**src/rtl/aes_host_pkg.sv**
```systemverilog
// Shared constants, mode encodings and FSM state type for the AES host controller.
package aes_host_pkg;

    localparam int BLOCK_W = 128;
    localparam int KEY_W   = 128;

    localparam logic MODE_ENC = 1'b0;
    localparam logic MODE_DEC = 1'b1;

    typedef enum logic [3:0] {
        IDLE,
        KEY_PULSE,
        KEY_SKIP,
        KEY_WAIT,
        READY,
        BLK_PULSE,
        BLK_SKIP,
        BLK_WAIT,
        OUT_HOLD
    } state_t;

endpackage

```
**src/rtl/aes_host_wdog.sv**
```systemverilog
// Wait-state watchdog for aes_host_ctrl; only built when AES_HOST_CTRL_TIMEOUT_EN is defined.
`ifdef AES_HOST_CTRL_TIMEOUT_EN
module aes_host_wdog #(
    parameter int LIMIT = 1024
) (
    input  logic clk,
    input  logic reset_n,
    input  logic clr,
    input  logic en,
    output logic expire
);

    localparam int CW = $clog2(LIMIT + 1);

    logic [CW-1:0] count;

    always_ff @(posedge clk or negedge reset_n) begin
        if (!reset_n) begin
            count <= '0;
        end else if (clr) begin
            count <= '0;
        end else if (en) begin
            count <= count + CW'(1);
        end
    end

    // Fires during the LIMIT-th consecutive wait cycle.
    assign expire = en && (count == CW'(LIMIT - 1));

endmodule
`endif

```
**src/rtl/aes_host_ctrl.sv**
```systemverilog
// Sequencer between a host request stream and aes_core: start pulses, operand hold, result stream.
// Optional watchdog with sticky err output when AES_HOST_CTRL_TIMEOUT_EN is defined.
module aes_host_ctrl #(
    parameter int BLOCK_W        = aes_host_pkg::BLOCK_W,
    parameter int KEY_W          = aes_host_pkg::KEY_W,
    parameter int TIMEOUT_CYCLES = 1024
) (
    input  logic               clk,
    input  logic               reset_n,
    input  logic               key_valid,
    output logic               key_ready,
    input  logic [KEY_W-1:0]   key_in,
    input  logic               blk_valid,
    output logic               blk_ready,
    input  logic               blk_mode,
    input  logic [BLOCK_W-1:0] blk_in,
    output logic               res_valid,
    input  logic               res_ready,
    output logic [BLOCK_W-1:0] res_data,
    output logic               res_mode,
    output logic               key_loaded,
    output logic               busy,
    output logic               core_reset_key,
    output logic               core_reset_enc,
    output logic               core_reset_dec,
    output logic [KEY_W-1:0]   core_key,
    output logic [BLOCK_W-1:0] core_block_enc,
    output logic [BLOCK_W-1:0] core_block_dec,
    input  logic               core_ready_key,
    input  logic               core_iready_enc,
    input  logic               core_iready_dec,
    input  logic               core_oready_enc,
    input  logic               core_oready_dec,
    input  logic [BLOCK_W-1:0] core_result_enc,
    input  logic [BLOCK_W-1:0] core_result_dec
`ifdef AES_HOST_CTRL_TIMEOUT_EN
    ,
    output logic               err
`endif
);
    import aes_host_pkg::*;

    state_t state, state_nxt;
    logic   mode_q;
    logic   sel_iready, sel_oready;
    logic   key_acc, blk_acc, res_cap, wait_exp;

    assign sel_iready = (blk_mode == MODE_DEC) ? core_iready_dec : core_iready_enc;
    assign sel_oready = (mode_q == MODE_DEC) ? core_oready_dec : core_oready_enc;

    // Requests are refused while reset is held so every output reads 0 in reset.
    assign key_ready = reset_n && ((state == IDLE) || (state == READY));
    assign blk_ready = (state == READY) && !key_valid && sel_iready;
    assign key_acc   = key_valid && key_ready;
    assign blk_acc   = blk_valid && blk_ready;
    assign res_cap   = (state == BLK_WAIT) && sel_oready;

    assign res_valid      = (state == OUT_HOLD);
    assign res_mode       = mode_q;
    assign busy           = (state != IDLE) && (state != READY);
    assign core_reset_key = (state == KEY_PULSE);
    assign core_reset_enc = (state == BLK_PULSE) && (mode_q == MODE_ENC);
    assign core_reset_dec = (state == BLK_PULSE) && (mode_q == MODE_DEC);

    always_comb begin
        state_nxt = state;
        case (state)
            IDLE:      if (key_acc) state_nxt = KEY_PULSE;
            KEY_PULSE: state_nxt = KEY_SKIP;
            KEY_SKIP:  state_nxt = KEY_WAIT;
            KEY_WAIT: begin
                if (core_ready_key)  state_nxt = READY;
                else if (wait_exp)   state_nxt = IDLE;
            end
            READY: begin
                if (key_acc)         state_nxt = KEY_PULSE;
                else if (blk_acc)    state_nxt = BLK_PULSE;
            end
            BLK_PULSE: state_nxt = BLK_SKIP;
            BLK_SKIP:  state_nxt = BLK_WAIT;
            BLK_WAIT: begin
                if (sel_oready)      state_nxt = OUT_HOLD;
                else if (wait_exp)   state_nxt = IDLE;
            end
            OUT_HOLD:  if (res_ready) state_nxt = READY;
            default:   state_nxt = IDLE;
        endcase
    end

    always_ff @(posedge clk or negedge reset_n) begin
        if (!reset_n) begin
            state          <= IDLE;
            key_loaded     <= 1'b0;
            core_key       <= '0;
            core_block_enc <= '0;
            core_block_dec <= '0;
            mode_q         <= MODE_ENC;
            res_data       <= '0;
        end else begin
            state <= state_nxt;
            if (key_acc) begin
                core_key   <= key_in;
                key_loaded <= 1'b0;
            end else if ((state == KEY_WAIT) && core_ready_key) begin
                key_loaded <= 1'b1;
            end else if (wait_exp) begin
                key_loaded <= 1'b0;
            end
            if (blk_acc) begin
                mode_q <= blk_mode;
                if (blk_mode == MODE_DEC) core_block_dec <= blk_in;
                else                      core_block_enc <= blk_in;
            end
            if (res_cap) begin
                res_data <= (mode_q == MODE_DEC) ? core_result_dec : core_result_enc;
            end
        end
    end

`ifdef AES_HOST_CTRL_TIMEOUT_EN
    logic wd_clr, wd_en;

    // Counter restarts in the skip cycle, so it counts wait cycles only.
    assign wd_clr = (state == KEY_SKIP) || (state == BLK_SKIP);
    assign wd_en  = ((state == KEY_WAIT) && !core_ready_key) ||
                    ((state == BLK_WAIT) && !sel_oready);

    aes_host_wdog #(.LIMIT(TIMEOUT_CYCLES)) u_wdog (
        .clk    (clk),
        .reset_n(reset_n),
        .clr    (wd_clr),
        .en     (wd_en),
        .expire (wait_exp)
    );

    always_ff @(posedge clk or negedge reset_n) begin
        if (!reset_n) err <= 1'b0;
        else if (wait_exp) err <= 1'b1;
    end
`else
    localparam int unused_timeout_cycles = TIMEOUT_CYCLES;
    assign wait_exp = 1'b0;
`endif

endmodule

```
**config.mk**
```make
export PLATFORM = sky130hd
export DESIGN_NAME = aes_host_ctrl
export DESIGN_NICKNAME = d
export VERILOG_FILES = /design/src/rtl/aes_host_pkg.sv /design/src/rtl/aes_host_wdog.sv /design/src/rtl/aes_host_ctrl.sv
export SDC_FILE = /design/constraint.sdc
export NUM_CORES = 1
export LEC_CHECK = 0
export ABC_AREA = 1
export BUFFER_PORTS_ARGS = -buffer_cell sky130_fd_sc_hd__buf_2
export CORE_AREA = 2 2 408 410
export DETAILED_ROUTE_END_ITERATION = 10
export DIE_AREA = 0 0 410 412
export PLACE_DENSITY = 0.39
export SLEW_MARGIN = 20
export SYNTH_ARGS = -nofsm -noshare
export SYNTH_HDL_FRONTEND = slang
export SYNTH_SLANG_ARGS = --single-unit
```
**constraint.sdc**
```tcl
create_clock -name clk -period 2.4 [get_ports clk]
set_input_delay 0.48 -clock clk [delete_from_list [all_inputs] [get_ports clk]]
set_output_delay 0.48 -clock clk [all_outputs]
set_load 0.1 [all_outputs]
```
==> impl_results.md <==
- Crit. Startpoint: state[3]$_DFFE_PN0P_
- Clock Pin Slew Worst Setup and Hold Paths: 60 ps
- CP Data Arrival Time: 1830 ps
- Post-route DRC: 0
- First-pass GRT wire length: around 140000 um
- Post-Syn Nets: 2519
- Global Route Usage Sum: 11.7%
- Vias: about 19000
- WS Path Type: reg2out
- Post-synth EDFFs: 0
- GR Util met3: 4.05%
- Crit path max fanout: 4
- Fmax achieved: 0.434 GHz
- Port bufs: 1043
- Post-synthesis cell area: between 20000 and 25000 sq um
- Die Y: 412 um
- R2r endpoint: core_block_enc[70]$_DFFE_PN0P_
- Grt met1 use: 12.9%
- Grt total ovfl: 0
- Area delta synth->final: 56.9%
- Cells after synthesis: 1996
- Final setup vio count: 0
- Initial antenna violation count: 9
- Synth cell count leaders: nand2_1, dfrtp_1, o21ai_1, nor2_1, inv_1
- Die ar.: 169000 sq um
- Hold Slack: ~92 ps
- Critical path destination: core_reset_enc
- FP Rows: ~150
- Grt met2 use: 21.1%
- Die width: about 410 um
- Slowest CP cell: dfrtp_2
- Max_slew headroom: 40.4%
- Top-level I/O count: 1044
- FF-to-FF Start: state[3]$_DFFE_PN0P_
- Ys flop type: dfrtp_1
- Final Cycle Share: approximately 96%
- Via/cell ratio: ~3.5
- R2R Setup Slk: 390 ps
- Setup crit start kind: flip-flop
- Starting density of the core: 12.5%
- Crit path cell chain: inv_2 -> nand2_4 -> inv_4 -> nand3_4 -> nor2_4 -> buf_12
- Status: finished, final reports clean
- Most common cell in the netlist: nand2_1
- Syn_area_per_cell: slightly above 10 sq um
- Wire per inst: 19.2 um
- Total Wirelength: approximately 100000 um
- Max incr delay on CP: 460 ps
- Critical Path Sink Type: output port
- Ys async rst share: 100%
- Part of the Yosys area used for sequential elements: between 60% and 70%
- DRT Pass-1 Iters: 6
- Htree depth: 3
- Fin crit period: 2310 ps
- Largest net degree at the start of global routing: 131
- Clock sink count: 518
- HP Class: in2reg
- Final Core Density: 19.6%
- Initial DRC count: 1060
- Data required, critical path: ~1900 ps
- #FFs+latches synth: about 520
- RSZ-0062 raised after global routing: true
- Pins over their slew limit: 0
- Core area: about 160000 sq um
- Clock buffer depth: 3
- Layout Nets: 3701
- Clk Latency, worst-skew pair: 660 ps
- Area leader, netlist: dfrtp_1
- HPWL Detailed: 82300 um
- Root Driver: clkbuf_16
- Synth top area cells: dfrtp_1, nand2_1, o21ai_1, mux2_1, a31oi_1
- Vias in the first global route: 19200
- Netlist cell types: 24
- Share of cells above drive strength 1: between 30% and 40%
- Top cell type's share of synthesized area: 63.0%
- Number of max-cap violations: 0
- Setup Skew: 32.3 ps
- Total CTS buffers: 68
- Hold Path Origin: core_result_dec[24]
- RePlAce Congestion: 0.827
- Reg2reg path depth: 9
- Final Hold Vio Count: 0
- CTS tree: yes
- GR peak layer: met2
- Final antenna-violating net count: 0
- Yosys warning count: 0
- Slew at the pin closest to its max-slew limit: a little under 900 ps
worst min path at each step:
stage,to,slack (ps),cells after the start
finish,res_data[24]$_DFFE_PN0P_,90,3
global route,res_data[124]$_DFFE_PN0P_,40,3
CTS,res_data[36]$_DFFE_PN0P_,0.7,3
detailed placement,core_block_dec[2]$_DFFE_PN0P_,470,2
global placement,core_block_dec[10]$_DFFE_PN0P_,460,2
floorplan,core_block_dec[0]$_DFFE_PN0P_,180,0
cell usage in the layout (no fill, tap or decap), types with 2 or more instances in the layout:
cell / n
mux2_2: 39
nand4_1: 2
clkbuf_8: 16
buf_4: 40
o21ai_0: 40
clkinv_8: 3
inv_2: 7
clkbuf_1: 14
nand2_1: 530
nand2_4: 3
nor2_4: 6
clkinvlp_4: 5
o21ai_1: 219
nand3_1: 5
dlygate4sd3_1: 135
inv_1: 135
inv_6: 3
dfrtp_1: 514
nor2_1: 136
clkbuf_16: 71
dfrtp_2: 3
buf_12: 26
bufinv_16: 2
mux2_1: 89
a31oi_1: 128
buf_2: 1033
clkinv_2: 5
nand2_8: 2
nor3_4: 2
layout make-up:
| class | instances | area (sq um) |
|---|---|---|
| Antenna cell | 1 | 2.50 |
| Clock buffer | 99 | 2000 |
| Clock inverter | 19 | 239 |
| Fill cell | 18400 | 132000 |
| Inverter | 146 | 563 |
| Multi-Input combinational cell | 1206 | 6310 |
| Sequential cell | 518 | 13000 |
| Tap cell | 2189 | 2740 |
| Timing Repair Buffer | 1238 | 7430 |
kinds of logic after synthesis:
kind of cell	count (synthesis)	synth area share [%]
muxes	128	7.01
and+or+nand+nor	688	12.7
buffers and inverters	272	6.91
AOI/OAI and AO/OA	390	10.3
DFF	518	63.0
through the flow:
stage	instance area [sq um]	cells	worst slack, ps	setup TNS, ps
6_report	32300	5416	94.6	0
2_1_floorplan	20600	1996	-417	-417
5_1_grt	32300	5415	-24.3	-41.2
3_3_place_gp	28500	5153	229	0
4_1_cts	32100	5411	-65.5	-227
3_5_place_dp	28500	5153	230	0
state kept, by name, indices dropped and copies added (netlist names):
| register | count |
|---|---|
| core_key | 128 |
| res_data | 128 |
| res_mode | 1 |
| core_block_dec | 128 |
| key_loaded | 1 |
| core_block_enc | 128 |
| state | 4 |
routing by layer:
| layer | up-vias | routed length (um) |
|---|---|---|
| met5 | - | 63 |
| met4 | 12 | 2190 |
| met3 | 113 | 8540 |
| met2 | 655 | 53900 |
| met1 | 9036 | 39300 |
| li1 | 8876 | - |
critical path, delay by kind of cell, from the launching register on:
kind	cells	cell delay, ps
buffers and inverters	3	350
flip-flops	1	460
AND/OR/NAND/NOR	3	370
what timing repair did:
item	4_1_cts	5_1_grt
hold buffers	135	0
gates cloned	0	2
hold endpoints to repair	188	0
gates resized for setup	16	15
setup endpoints to repair	8	5
pin swaps	2	7
setup buffers	5	2
Power is not shown: default switching activity piles up to over one toggle a cycle in this logic, so the estimate is an artifact.
